[config.mk]
export PLATFORM = sky130hd
export DESIGN_NAME = seg_p2s_ctrl
export DESIGN_NICKNAME = d
export VERILOG_FILES = /design/src/rtl/seg_p2s_pkg.sv /design/src/rtl/p2s_phase_timer.sv /design/src/rtl/seg_p2s_ctrl.sv
export SDC_FILE = /design/constraint.sdc
export NUM_CORES = 1
export LEC_CHECK = 0
export ABC_AREA = 1
export CAP_MARGIN = 20
export CORE_AREA = 2 2 98 91
export DETAILED_ROUTE_END_ITERATION = 8
export DIE_AREA = 0 0 100 93
export HOLD_SLACK_MARGIN = 0.15
export PLACE_DENSITY_LB_ADDON = 0.2
export SYNTH_ARGS = -nofsm -noshare
export SYNTH_HDL_FRONTEND = slang
export SYNTH_SLANG_ARGS = --single-unit
[constraint.sdc]
create_clock -name clk -period 1.2 [get_ports clk]
set_input_delay 0.24 -clock clk [delete_from_list [all_inputs] [get_ports clk]]
set_output_delay 0.24 -clock clk [all_outputs]
set_load 0.02 [all_outputs]
[src/rtl/seg_p2s_pkg.sv]
// seg_p2s_pkg: shared state encoding and default geometry for the serialiser
package seg_p2s_pkg;
  localparam int DEF_DATA_BITS = 64;
  localparam int DEF_CLK_DIV = 2;
  typedef enum logic [2:0] {IDLE, LOW, HIGH, LATCH, FIN} state_t;
endpackage

[src/rtl/p2s_phase_timer.sv]
// p2s_phase_timer: half-period timer, expire on the CLK_DIV-th cycle after restart
module p2s_phase_timer #(
  parameter int CLK_DIV = 2
) (
  input  logic clk,
  input  logic rst,
  input  logic restart,
  output logic expire
);
  localparam int W = $clog2(CLK_DIV + 1);
  localparam logic [W-1:0] LAST = W'(CLK_DIV - 1);
  localparam logic [W-1:0] TOP = W'(CLK_DIV);
  logic [W-1:0] cnt;
  assign expire = cnt == LAST;
  // saturates at CLK_DIV so an idle timer never wraps
  always_ff @(posedge clk)
    if (rst || restart) cnt <= '0;
    else if (cnt != TOP) cnt <= cnt + 1'b1;
endmodule

[src/rtl/seg_p2s_ctrl.sv]
// seg_p2s_ctrl: MSB-first parallel-to-serial driver for a shift-register chain
module seg_p2s_ctrl
  import seg_p2s_pkg::*;
#(
  parameter int DATA_BITS = DEF_DATA_BITS,
  parameter int CLK_DIV = DEF_CLK_DIV
) (
  input  logic                 clk,
  input  logic                 rst,
  input  logic                 start,
  input  logic [DATA_BITS-1:0] p_data,
  output logic                 busy,
  output logic                 done,
  output logic                 s_clk,
  output logic                 s_data,
  output logic                 s_latch
);
  localparam int CW = $clog2(DATA_BITS + 1);
  localparam logic [CW-1:0] ONE = CW'(1);
  state_t state;
  logic [DATA_BITS-1:0] shadow;
  logic [CW-1:0] count;
  logic expire, restart;
  // the timer idles cleared so the first LOW phase is a full CLK_DIV cycles
  assign restart = state == IDLE || state == FIN || expire;
  p2s_phase_timer #(.CLK_DIV(CLK_DIV)) u_timer (
    .clk(clk), .rst(rst), .restart(restart), .expire(expire)
  );
  always_ff @(posedge clk)
    if (rst) begin
      state   <= IDLE;
      shadow  <= '0;
      count   <= '0;
      busy    <= 1'b0;
      done    <= 1'b0;
      s_clk   <= 1'b0;
      s_data  <= 1'b0;
      s_latch <= 1'b0;
    end else begin
      done <= 1'b0;
      case (state)
        IDLE: if (start) begin
          state  <= LOW;
          shadow <= p_data;
          count  <= CW'(DATA_BITS);
          busy   <= 1'b1;
          s_data <= p_data[DATA_BITS-1];
        end
        LOW: if (expire) begin
          state <= HIGH;
          s_clk <= 1'b1;
        end
        HIGH: if (expire) begin
          state   <= count == ONE ? LATCH : LOW;
          s_latch <= count == ONE;
          s_clk   <= 1'b0;
          shadow  <= shadow << 1;
          s_data  <= shadow[DATA_BITS-2];
          count   <= count - 1'b1;
        end
        LATCH: if (expire) begin
          state   <= FIN;
          s_latch <= 1'b0;
          busy    <= 1'b0;
          done    <= 1'b1;
        end
        FIN: state <= IDLE;
        default: state <= IDLE;
      endcase
    end
endmodule

Word-level counts from Yosys, hierarchy flattened
Cells that the tools add are included.
{ "classes": {"magnitude_cmp": 0, "n_eq_ne": 11, "mul": 0, "mux": 23, "shift": 0, "n_div": 0, "add_sub_neg": 2, "n_bitwise": 1, "n_reduce_logical": 14} }
{ "op_table": {"columns": ["cell", "count"], "rows": [
  ["two-way mux 63 bit", 2],
  ["one-hot mux 63 bit (2 select lines)", 1],
  ["two-way mux 7 bit", 2],
  ["one-hot mux 7 bit (2 select lines)", 1],
  ["two-way mux 3 bit", 4],
  ["one-hot mux 3 bit (4 select lines)", 1],
  ["AND reduction 3 bit", 4],
  ["!= test 2 bit (second input constant)", 5],
  ["one-hot mux 1 bit (2 select lines)", 4],
  ["nonzero test 2 bit", 4],
  ["equality test 7 x 1 -> 1 bit (second input constant)", 1],
  ["two-way mux 1 bit", 7],
  ["subtractor 7 x 1 -> 7 bit (second input constant)", 1],
  ["equality test 3 x 2 -> 1 bit (second input constant)", 2],
  ["AND reduction 4 bit", 1],
  ["equality test 3 x 1 -> 1 bit (second input constant)", 1],
  ["equality test 3 bit (second input constant)", 1],
  ["zero test 3 bit", 1],
  ["logical OR 1 bit", 3],
  ["adder 2 x 1 -> 2 bit (second input constant)", 1],
  ["equality test 2 x 1 -> 1 bit (second input constant)", 1],
  ["two-way mux 2 bit", 1],
  ["OR reduction 2 bit", 1],
  ["inverter 1 bit", 1]
]} }
{ "totals": {"mem_bits_rw": 0, "rom_bits": 0, "word_cells": 60, "latch_bits": 0, "inputBits": 67, "register_bits": 80, "out_inout_bits": 5, "mem_count": 0} }

Logic depth before layout (Yosys ltp)
{ "depth": {"depth_word": 4, "ltp_mapped": 9, "ltp_nobuf": 9} }

Cells and area by module
A second synthesis with hierarchy kept.
{ "unflattened": {"hier_cells": 472, "area_unflattened_um2": 3831.2} }
{ "modules_own_cells": {"columns": ["module", "seq_area_each_um2", "area_each_um2", "instances", "cells_per_inst"], "rows": [
  ["seg_p2s_ctrl", 1561.5, 3704.8, 1, 455],
  ["p2s_phase_timer", 40.0, 126.4, 1, 17]
]} }

Least setup slack after synthesis
OpenSTA, ideal clock, no wires.
{ "synth_timing": {"path_kind": "flip-flop to flip-flop", "startpoint": "register u_timer.cnt[0]", "endpoint": "register shadow[1]", "path_stages_with_launch": 8, "setup_time_ns": 0.116, "n_path_buf": 2, "required_ns": 1.084, "period_less_slack_ns": 1.324, "arrival_time_ns": 1.208, "path_slack_ns": -0.124, "path_cell_list": "dfxtp_1 ha_1 nand3_2 nand2_2 buf_6 buf_6 nand3_2 o211a_1"} }
{ "synth_via": {"elab_chain_cells": 3} }
{ "synth_lines": {"columns": ["item", "line_no", "source"], "rows": [
  ["start: declaration", "p2s_phase_timer.sv:13", "logic [W-1:0] cnt;"],
  ["start signal: assignment", "p2s_phase_timer.sv:18", "else if (cnt != TOP) cnt <= cnt + 1'b1;"],
  ["equality test 2 x 1 -> 1 bit", "p2s_phase_timer.sv:14", "assign expire = cnt == LAST;"],
  ["named net expire", "seg_p2s_ctrl.sv:23", "logic expire, restart;"],
  ["!= test 2 bit (no source line)", null, null],
  ["AND reduction 3 bit (no source line)", null, null],
  ["end signal: assignment", "seg_p2s_ctrl.sv:44", "shadow <= p_data;"],
  ["end signal: assignment", "seg_p2s_ctrl.sv:57", "shadow <= shadow << 1;"],
  ["end: declaration", "seg_p2s_ctrl.sv:21", "logic [DATA_BITS-1:0] shadow;"]
]} }
The timed path passes the listed nets, and every way through them passes these cells.
A chain may end at the register's enable or synchronous reset.

Worst setup path in the final report
{ "layout_timing": {"startpoint": "register state[2]", "endpoint": "register shadow[38]"} }
{ "layout_via": {"elab_chain_cells": 3, "word_cells_on_any_way": 7, "classes_between": "eq/ne: 3; mux: 1; reduce/logical: 3"} }
{ "layout_lines": {"columns": ["item", "line_no", "source"], "rows": [
  ["start: declaration", "seg_p2s_ctrl.sv:20", "state_t state;"],
  ["start signal: assignment", "seg_p2s_ctrl.sv:54", "state <= count == ONE ? LATCH : LOW;"],
  ["equality test 3 x 2 -> 1 bit or zero test 3 bit (tied branches)", "seg_p2s_ctrl.sv:41", "case (state)"],
  ["!= test 2 bit (no source line) or nonzero test 2 bit (tied branches)", null, null],
  ["AND reduction 3 bit (no source line)", null, null]
]} }
Several ways; a longest one is shown, not always the timed one.

==> impl_metrics.py <==
metrics = {
    "clock_tree": {
        "cts_tree": "done",
        "clk_pin_slew_ps": 90,
        "insertion_delay_ps": 350,
        "cts_made_buffers": 9,
        "cts.path.max_buffers": 2,
        "cts_hold_buf": 0,
        "h-tree-depth": 3,
        "cts_root_buf": "clkbuf_8",
        "cts.sinks": 80,
    },
    "detailed_routing": {
        "wire_per_inst_um": 15.6,
        "drt_iter0_drc": 156,
        "drcViolationCount": 0,
        "detailroute.via_count": 3693,
        "ant_nets": 0,
        "avgViaCountPerCell": 5.43,
        "routed_wl_um": 10600,
        "dr.pass1.iters": 5,
    },
    "pwr": {
        "seqPwrFrac_pct": 33.4,
        "vdd_drop_max_mv": 0.927,
        "finalPower_mw": 12.3,
        "p_per_area_mw_per_mm2": 2100,
        "power.switching_mw": 4.37,
        "power_leakage_nw": 2.82,
        "switching_share_pct": 35.6,
        "internal-power_mw": 7.89,
        "power_frac_clock_pct": 18.0,
        "pwr-share-comb_pct": 48.5,
    },
    "floorplan": {
        "die_height_um": 93,
        "pin_count": 72,
        "core_area_mm2": 0.00833,
        "initial_utilization_pct": 45.6,
        "fp.dieW_um": 100,
        "std_cell_rows": 32,
        "dieArea_mm2": 0.00930,
    },
    "cells_and_area": {
        "final_nets": 644,
        "antenna_cells": 0,
        "syn_to_final_growth_pct": 54.0,
        "drive_above_1_share_pct": 27.3,
        "final_cell_mix": "nand2_1, dfxtp_1, clkdlybuf4s50_1, o211a_1, nand3_1",
        "final_common_cell": "nand2_1",
    },
    "timing": {
        "period_minus_slack_ps": 1430,
        "finClkSkew_ps": 8.21,
        "hold_violations": 0,
        "rsz0062_at_grt": "true",
        "fin_ws_ps": -233,
        "slew_headroom_pct": 75.5,
        "finalSetupViolCount": 76,
        "finalCritPeriodShare_pct": 119,
        "slew_violations": 0,
        "timing.fmax_ghz": 0.698,
        "worstMarginPinSlew_ps": 365,
        "final.setup.tns_ps": -12980,
    },
    "global_routing": {
        "grt_overflow": 0,
        "grt_max_degree": 28,
        "grt.total_usage_pct": 20.4,
        "grt_pass1_vias": 3297,
        "antenna_found_initial": 0,
        "grt_pass1_wl_um": 15300,
    },
    "setup_path": {
        "reg2regPathDepth": 7,
        "critical_path_arrival_ps": 1730,
        "crit_type": "reg2reg",
        "end_kind": "flop",
        "crit_required_ps": 1500,
        "crit_path_max_fanout": 18,
        "crit_path_start_kind": "flop",
    },
    "worst_hold_path": {
        "holdPathStages": 3,
        "hp-class": "in2reg",
    },
    "run": {
        "cap_violations": 0,
    },
    "synthesis": {
        "avgSynthCellArea_um2": 8.15,
        "syn_nets": 537,
        "yosysUniqueCellTypes": 22,
        "syn_area_mm2": 0.00380,
        "ys_seq_area_share_pct": 42.2,
        "yosys_register_bits": 80,
        "ys.warnings.count": 0,
        "synthCells": 466,
    },
    "outcome": {
        "violations": "negative setup slack",
        "status": "finished with violations",
    },
    "place": {
        "globalplace.congestion": 0.838,
        "dp_slack_ps": -419,
        "dp_hpwl_um": 5700,
        "io_buffers": 71,
    },
}
[worst max-delay path: stages, from the launching register on]
cell and delay (ps):
dfxtp_2 340, nor2_4 220, nand2_4 170, inv_8 130, buf_6 190, nand2_1 90
nand3_1 100, o211a_1 150
[sequential cells by signal, summed over array words and instances, names as in the netlist]
register,cells
done,1
s_data,1
busy,1
s_clk,1
u_timer.cnt,2
state,3
count,7
s_latch,1
shadow,63
[per-layer routing]
metal | track usage [%] | share of wire (%)
met1 | 26.3 | 45
met2 | 34.1 | 50
met3 | 4.04 | 4.1
met4 | 7.31 | 1.6
met5 | 0 | 0
[what timing repair did]
| item | CTS | global route |
|---|---|---|
| endpoints found under the hold margin | 0 | 0 |
| setup endpoints to repair | 78 | 79 |
| setup buffers | 6 | 4 |
| gates resized for setup | 63 | 62 |
| pin swaps | 7 | 24 |
| cloned | 9 | 9 |
[worst paths after layout]
check / slack, ps / startpoint / end
min: 460 / p_data[0] / shadow[0]
min reg2reg: 490 / shadow[0] / shadow[0]
max: -230 / state[2] / shadow[38]
max reg2reg: -230 / state[2] / shadow[38]
[through the flow]
step	instances	area [µm²]	hold slack, ps	util, %
after detailed placement	637	4790	450	57.5
after global routing	680	5850	481	70.2
after CTS	668	5420	460	65.1
after global placement	637	4790	438	57.5
after floorplan	466	3830	312	-
final	680	5850	465	70.2
[power by group through the flow]
| stage | Combinational, mW | Sequential (mW) | Clock, mW |
|---|---|---|---|
| finish | 5.95 | 4.10 | 2.21 |
| CTS | 4.93 | 4.05 | 2.22 |
| global route | 6.41 | 4.19 | 2.35 |
| floorplan | 2.81 | 4.01 | 0 |
| detailed placement | 3.73 | 4.08 | 0 |
| global placement | 3.63 | 4.05 | 0 |
[area by class of cell]
type / instances / area, µm²
Timing Repair Buffer: 130 / 1680
Sequential cell: 80 / 1610
Clock buffer: 10 / 138
Inverter: 21 / 96.3
Fill cell: 633 / 2480
Clock inverter: 6 / 82.6
Multi-Input combinational cell: 331 / 2120
Tap cell: 102 / 128
[logic make-up after synthesis]
kind of cell | synth area share [%]
xor gates and xnor gates | 0.692
DFF | 42.2
and+or+nand+nor | 28.2
buffers and inverters | 8.99
adders and majority gates | 1.32
AOI/OAI and AO/OA | 18.6
[cell usage after synthesis]
| cell type | instances | share of area [%] |
|---|---|---|
| a21oi_1 | 10 | 1.3 |
| buf_1 | 1 | 0.099 |
| buf_2 | 9 | 1.2 |
| buf_6 | 16 | 4.7 |
| clkbuf_1 | 9 | 0.89 |
| clkinv_1 | 1 | 0.099 |
| dfxtp_1 | 80 | 42 |
| ha_1 | 4 | 1.3 |
| inv_1 | 19 | 1.9 |
| inv_2 | 1 | 0.099 |
| nand2_1 | 144 | 14 |
| nand2_2 | 2 | 0.33 |
| nand3_1 | 57 | 7.5 |
| nand3_2 | 12 | 3.2 |
| nand4_1 | 2 | 0.33 |
| nor2_1 | 20 | 2.0 |
| nor2_4 | 1 | 0.30 |
| nor3_1 | 3 | 0.40 |
| o211a_1 | 59 | 16 |
| o21ai_0 | 10 | 1.3 |
| o21ai_1 | 3 | 0.40 |
| xor2_1 | 3 | 0.69 |
Power figures use the tool's default switching activity.
